[config.mk]
export PLATFORM = sky130hd
export DESIGN_NAME = lcd_pixel_reader
export DESIGN_NICKNAME = d
export VERILOG_FILES = /design/src/rtl/lcd_pixel_reader.sv
export SDC_FILE = /design/constraint.sdc
export NUM_CORES = 1
export LEC_CHECK = 0
export ABC_AREA = 1
export CAP_MARGIN = 20
export CORE_ASPECT_RATIO = 1.2
export CORE_MARGIN = 2
export CORE_UTILIZATION = 45
export DETAILED_ROUTE_END_ITERATION = 8
export PLACE_DENSITY_LB_ADDON = 0.05
export SYNTH_ARGS = -nofsm -noshare
export SYNTH_HDL_FRONTEND = slang
export SYNTH_SLANG_ARGS = --single-unit
[constraint.sdc]
create_clock -name clk -period 3.65 [get_ports clk]
set_input_delay 0.73 -clock clk [delete_from_list [all_inputs] [get_ports clk]]
set_output_delay 0.73 -clock clk [all_outputs]
set_load 0.02 [all_outputs]
[src/rtl/lcd_pixel_reader.sv]
// LCD timing generator that pulls RGB565 pixels from a ready/valid source
// and drives a parallel RGB panel with hsync/vsync/de, flagging underflow.
module lcd_pixel_reader #(
  parameter int unsigned H_ACTIVE        = 320,
  parameter int unsigned H_FP            = 20,
  parameter int unsigned H_SYNC          = 30,
  parameter int unsigned H_BP            = 38,
  parameter int unsigned V_ACTIVE        = 240,
  parameter int unsigned V_FP            = 4,
  parameter int unsigned V_SYNC          = 3,
  parameter int unsigned V_BP            = 15,
  parameter logic [15:0] UNDERFLOW_COLOR = 16'hF81F
) (
  input  logic        clk,
  input  logic        reset,
  input  logic        enable,
  output logic        pixel_ready,
  input  logic        pixel_valid,
  input  logic [15:0] pixel_readdata,
  output logic        pixel_frame_sync,
  output logic        lcd_hsync_n,
  output logic        lcd_vsync_n,
  output logic        lcd_de,
  output logic [4:0]  lcd_r,
  output logic [5:0]  lcd_g,
  output logic [4:0]  lcd_b,
  output logic        underflow,
  input  logic        underflow_clr
);

  localparam int unsigned H_TOTAL = H_ACTIVE + H_FP + H_SYNC + H_BP;
  localparam int unsigned V_TOTAL = V_ACTIVE + V_FP + V_SYNC + V_BP;
  // One spare value of headroom so every boundary constant (up to the total) fits.
  localparam int unsigned HW = $clog2(H_TOTAL + 1);
  localparam int unsigned VW = $clog2(V_TOTAL + 1);

  logic [HW-1:0] h_cnt;
  logic [VW-1:0] v_cnt;
  logic          run;
  logic          h_last_c;
  logic          v_last_c;
  logic          active_c;
  logic          hsync_c;
  logic          vsync_c;

  assign h_last_c = (h_cnt == HW'(H_TOTAL - 1));
  assign v_last_c = (v_cnt == VW'(V_TOTAL - 1));
  assign active_c = (h_cnt < HW'(H_ACTIVE)) && (v_cnt < VW'(V_ACTIVE)) && run;
  assign hsync_c  = (h_cnt >= HW'(H_ACTIVE + H_FP)) &&
                    (h_cnt <  HW'(H_ACTIVE + H_FP + H_SYNC));
  assign vsync_c  = (v_cnt >= VW'(V_ACTIVE + V_FP)) &&
                    (v_cnt <  VW'(V_ACTIVE + V_FP + V_SYNC));

  // Request is issued straight from the registered timing state.
  assign pixel_ready = active_c;

  // Free-running horizontal/vertical position counters.
  always_ff @(posedge clk or posedge reset) begin
    if (reset) begin
      h_cnt <= '0;
      v_cnt <= '0;
    end else if (h_last_c) begin
      h_cnt <= '0;
      v_cnt <= v_last_c ? '0 : v_cnt + VW'(1);
    end else begin
      h_cnt <= h_cnt + HW'(1);
    end
  end

  // Run request only takes effect on a frame boundary, never mid-frame.
  always_ff @(posedge clk or posedge reset) begin
    if (reset) begin
      run <= 1'b0;
    end else if (h_last_c && v_last_c) begin
      run <= enable;
    end
  end

  // Registered video timing outputs and frame rewind pulse.
  always_ff @(posedge clk or posedge reset) begin
    if (reset) begin
      lcd_de           <= 1'b0;
      lcd_hsync_n      <= 1'b1;
      lcd_vsync_n      <= 1'b1;
      pixel_frame_sync <= 1'b0;
    end else begin
      lcd_de           <= active_c;
      lcd_hsync_n      <= ~hsync_c;
      lcd_vsync_n      <= ~vsync_c;
      pixel_frame_sync <= (h_cnt == '0) && (v_cnt == VW'(V_ACTIVE));
    end
  end

  // Colour path: accepted pixel, underflow marker colour, or black in blanking.
  always_ff @(posedge clk or posedge reset) begin
    if (reset) begin
      {lcd_r, lcd_g, lcd_b} <= 16'h0000;
    end else if (active_c && pixel_valid) begin
      {lcd_r, lcd_g, lcd_b} <= pixel_readdata;
    end else if (active_c) begin
      {lcd_r, lcd_g, lcd_b} <= UNDERFLOW_COLOR;
    end else begin
      {lcd_r, lcd_g, lcd_b} <= 16'h0000;
    end
  end

  // Sticky underflow flag; a new underflow beats a simultaneous clear.
  always_ff @(posedge clk or posedge reset) begin
    if (reset) begin
      underflow <= 1'b0;
    end else if (active_c && !pixel_valid) begin
      underflow <= 1'b1;
    end else if (underflow_clr) begin
      underflow <= 1'b0;
    end
  end

endmodule

# Word-level counts from Yosys, hierarchy flattened
# Index checks and enable logic that the tools add are counted.
dict set report word_totals {
  register_bits 40
  input_bits 21
  output_inout_bits 22
  elab_cells 43
}
dict set report classes {
  reduce_logical 11
  order_cmp 6
  mux 8
  n_eq_ne 3
  bitwise 2
  addsub 2
}
# op n
set op_table {}
lappend op_table {{$add A9 B1 Y9 const B} 2}
lappend op_table {{$eq A9 B9 Y1 const B} 2}
lappend op_table {{$lt A9 B8 Y1 const B} 2}
lappend op_table {{$lt A9 B9 Y1 const B} 2}
lappend op_table {{$mux W9} 2}
lappend op_table {{$mux W5} 3}
lappend op_table {{$eq A9 B8 Y1 const B} 1}
lappend op_table {{$ge A9 B8 Y1 const B} 1}
lappend op_table {{$ge A9 B9 Y1 const B} 1}
lappend op_table {{$logic_not A9 Y1} 1}
lappend op_table {{$logic_and A1 B1 Y1} 8}
lappend op_table {{$mux W6} 1}
lappend op_table {{$mux W1} 2}
lappend op_table {{$not A1 Y1} 2}
lappend op_table {{$reduce_bool A2 Y1} 1}
lappend op_table {{$logic_not A1 Y1} 1}

# Depth between registers and ports, before layout
dict set report logic_depth {
  word_depth 5
  depth_mapped 9
  ltp_nobuf 9
}

# Worst setup path before layout
# OpenSTA, ideal clock, no wires.
dict set report synth_path {
  kind {flip-flop to output port}
  from {register h_cnt[7]}
  to {output pixel_ready}
  path_slack_ns 1.804
  arrival_time_ns 1.116
  path_stages_with_launch 8
  required_ns 2.920
  cell_sequence {dfrtp_1 -> buf_6 -> nor2_4 -> nor2_1 -> nor3_4 -> nand2_2 -> buf_6 -> inv_2}
}
dict set report synth_via {
  elab_chain_cells 3
}
# element line_no
set synth_rtl {}
lappend synth_rtl {{start, declared} 37} ;# logic [HW-1:0] h_cnt;
lappend synth_rtl {{start signal, assigned} 66} ;# h_cnt <= h_cnt + HW'(1);
lappend synth_rtl {{$lt A9 B9 Y1} 48} ;# assign active_c = (h_cnt < HW'(H_ACTIVE)) && (v_cnt < VW'(V_ACTIVE)) && run;
lappend synth_rtl {{$logic_and A1 B1 Y1 (2 in series)} 48}
lappend synth_rtl {{end, declared} 17} ;# output logic pixel_ready,
# Every way passes these cells.

# Worst setup path after layout
# Ends and elaborated chain as after synthesis.

==> impl_metrics.tcl <==
set metrics [dict create \
    vias 1551 \
    critPathKind "reg -> out" \
    hold_slack_ns 0.485 \
    ir_drop_v 0.000193 \
    area_growth_pct 27.7 \
    max_slew.worst_pin.slew_ns 0.499 \
    dr.pass1.iters 5 \
    drt_iter0_drc 72 \
    ys_seq_area_frac 0.500 \
    io_pins 43 \
    maxCapViolCount 0 \
    total_power_uw 886 \
    drc 0 \
    cts_tree "done" \
    cts_buffers 5 \
    end_kind "primary output" \
    syn_inst 237 \
    synth-warning-count 0 \
    rsz0062_at_grt "no" \
    rows 26 \
    clk_pin_slew_worst_paths_ns 0.08 \
    p_per_area_nw_per_um2 346 \
    fmax_ghz 0.354 \
    antenna_left 0 \
    dpl.hpwl_mm 2.96 \
    track_usage 0.170 \
    cts-root-buf "clkbuf_8" \
    vias_per_cell 4.58 \
    grt_pass1_wl_mm 6.64 \
    cts_resized 0 \
    cts_buffer_depth 2 \
    grt_max_degree 41 \
    synth_compound_area_frac 0.0605 \
    layout-drive-gt1-share 0.138 \
    dieArea_sq_um 5010 \
    start_util 0.471 \
    final_cells 339 \
    outcome "finished clean" \
    post-cts-setup-buffers 0 \
    synth_top_family_by_area "simple AND/OR/NAND/NOR gates" \
    grt_antenna_before_repair 0 \
    leakagePower_nw 1.20 \
    wirelength_mm 3.89 \
    skew_ns 0.00640 \
    dp.cells 331 \
    h-tree-depth 2 \
    core_sq_um 4260 \
    fin_util 0.602 \
    period_minus_slack_ns 2.82 \
    nNetsFinal 308 \
    io_buffers 42 \
    syn_nets 263 \
    clock_sinks 40 \
    die_w_um 65.0 \
    avgSynthCellArea_sq_um 8.47 \
    diodes 0 \
    ctsHoldBuffers 0 \
    path_max_fanout 11 \
    die_y_um 77.2 \
    synth-simple-area-share 0.291 \
    clock_latency_ns 0.29 \
    yosys.area_share.xor_xnor 0.0131 \
    setup_violations 0 \
    period_share 0.773 \
    hold_class "reg -> reg" \
    relSlewSlack 0.667 \
    cp-start-kind "flop" \
    syn-cell-area_sq_um 2010 \
    setup_tns_ns 0 \
    grt_pass1_vias 1528 \
    ys_seq_elements 40 \
    synthMuxAreaShare 0 \
    grt.overflow.total 0 \
    crit_required_ns 2.92 \
    yosys.area_share.adder 0.0312 \
    place.gp.congestion 0.922 \
    timing.final.hold_violations 0 \
    drv_slew 0 \
    synthDistinctLibCells 28 \
    cp.arrival_ns 2.09 \
    drt-wirelength-per-cell_um 11.5 \
]
per-stage QoR:
stage	setup slack [ns]	cell area, sq um
6_report	0.827	2560
5_1_grt	0.684	2560
4_1_cts	0.804	2560
3_5_place_dp	1.12	2450
3_3_place_gp	1.14	2450
2_1_floorplan	1.80	2010
path summary, 6_finish.rpt:
| path | to | slack, ns | depth (start not counted) | from |
|---|---|---|---|---|
| worst max-delay path | pixel_ready | 0.83 | 6 | h_cnt[7] |
| worst min-delay path | run | 0.48 | 2 | run |
| worst max register to register | v_cnt[7] | 2.05 | 6 | h_cnt[1] |
| worst min register to register | run | 0.48 | 2 | run |
| max in group asynchronous | lcd_vsync_n | 2.41 | 3 | reset |
| min in group asynchronous | h_cnt[2] | 0.88 | 3 | reset |
synthesized netlist by cell type, drive strengths merged:
cell / instances / share of area
a21oi: 2 / 0.0050
and3: 1 / 0.0037
buf: 4 / 0.024
clkbuf: 1 / 0.0019
dfrtp: 38 / 0.47
dfstp: 2 / 0.026
ha: 5 / 0.031
inv: 42 / 0.079
nand2: 45 / 0.088
nand3: 18 / 0.050
nand4: 4 / 0.012
nor2: 47 / 0.11
nor3: 6 / 0.023
o211ai: 2 / 0.0075
o21ai: 15 / 0.045
o22ai: 1 / 0.0031
or2: 1 / 0.0031
xor2: 3 / 0.013
worst max-delay path, cell delays in order, from the launching register on:
cell and delay (ns):
dfrtp_1 0.49, nor2_4 0.15, nor2_1 0.07, nor3_4 0.17, nand2_2 0.23, inv_2 0.10
clkdlybuf4s50_1 0.60
report_power, final:
part,total [mW],switching (mW),internal [mW]
clock,0.354,0.152,0.202
sequential,0.455,0.00242,0.452
combinational,0.0775,0.0361,0.0414
layout make-up:
type / count / area (sq um)
Multi-Input combinational cell: 150 / 793
Tap cell: 56 / 70.1
Sequential cell: 40 / 1000
Inverter: 42 / 158
Fill cell: 377 / 1700
Clock buffer: 5 / 68.8
Timing Repair Buffer: 43 / 428
Clock inverter: 3 / 42.5
flip-flops by register name, summed over array words and instances, names as in the netlist:
| name | flops |
|---|---|
| pixel_frame_sync | 1 |
| lcd_g | 6 |
| h_cnt | 9 |
| v_cnt | 9 |
| lcd_hsync_n | 1 |
| underflow | 1 |
| lcd_vsync_n | 1 |
| lcd_r | 5 |
| lcd_de | 1 |
| lcd_b | 5 |
| run | 1 |
per-layer routing:
metal	global-route usage	share of wire
met1	0.196	0.42
met3	0.0308	0.031
met2	0.310	0.54
met4	0.0553	0.012
met5	0	0
layout by cell type, fill, tap and decap left out, types with 4 or more instances in the layout:
| cell | count |
|---|---|
| nand2_1 | 42 |
| clkdlybuf4s50_1 | 42 |
| inv_1 | 39 |
| dfrtp_1 | 38 |
| nor2_1 | 35 |
| nand3_1 | 16 |
| nor2_2 | 9 |
| o21ai_0 | 9 |
| ha_1 | 5 |
| clkbuf_8 | 5 |
| nor3_1 | 4 |
| nand4_1 | 4 |
| o21ai_2 | 4 |
cells by family after synthesis:
family | Yosys count
buf+inv | 47
fa+ha+maj | 5
flops | 40
compound gates | 20
xor+xnor | 3
simple gates | 122
Power figures use the tool's default switching activity.
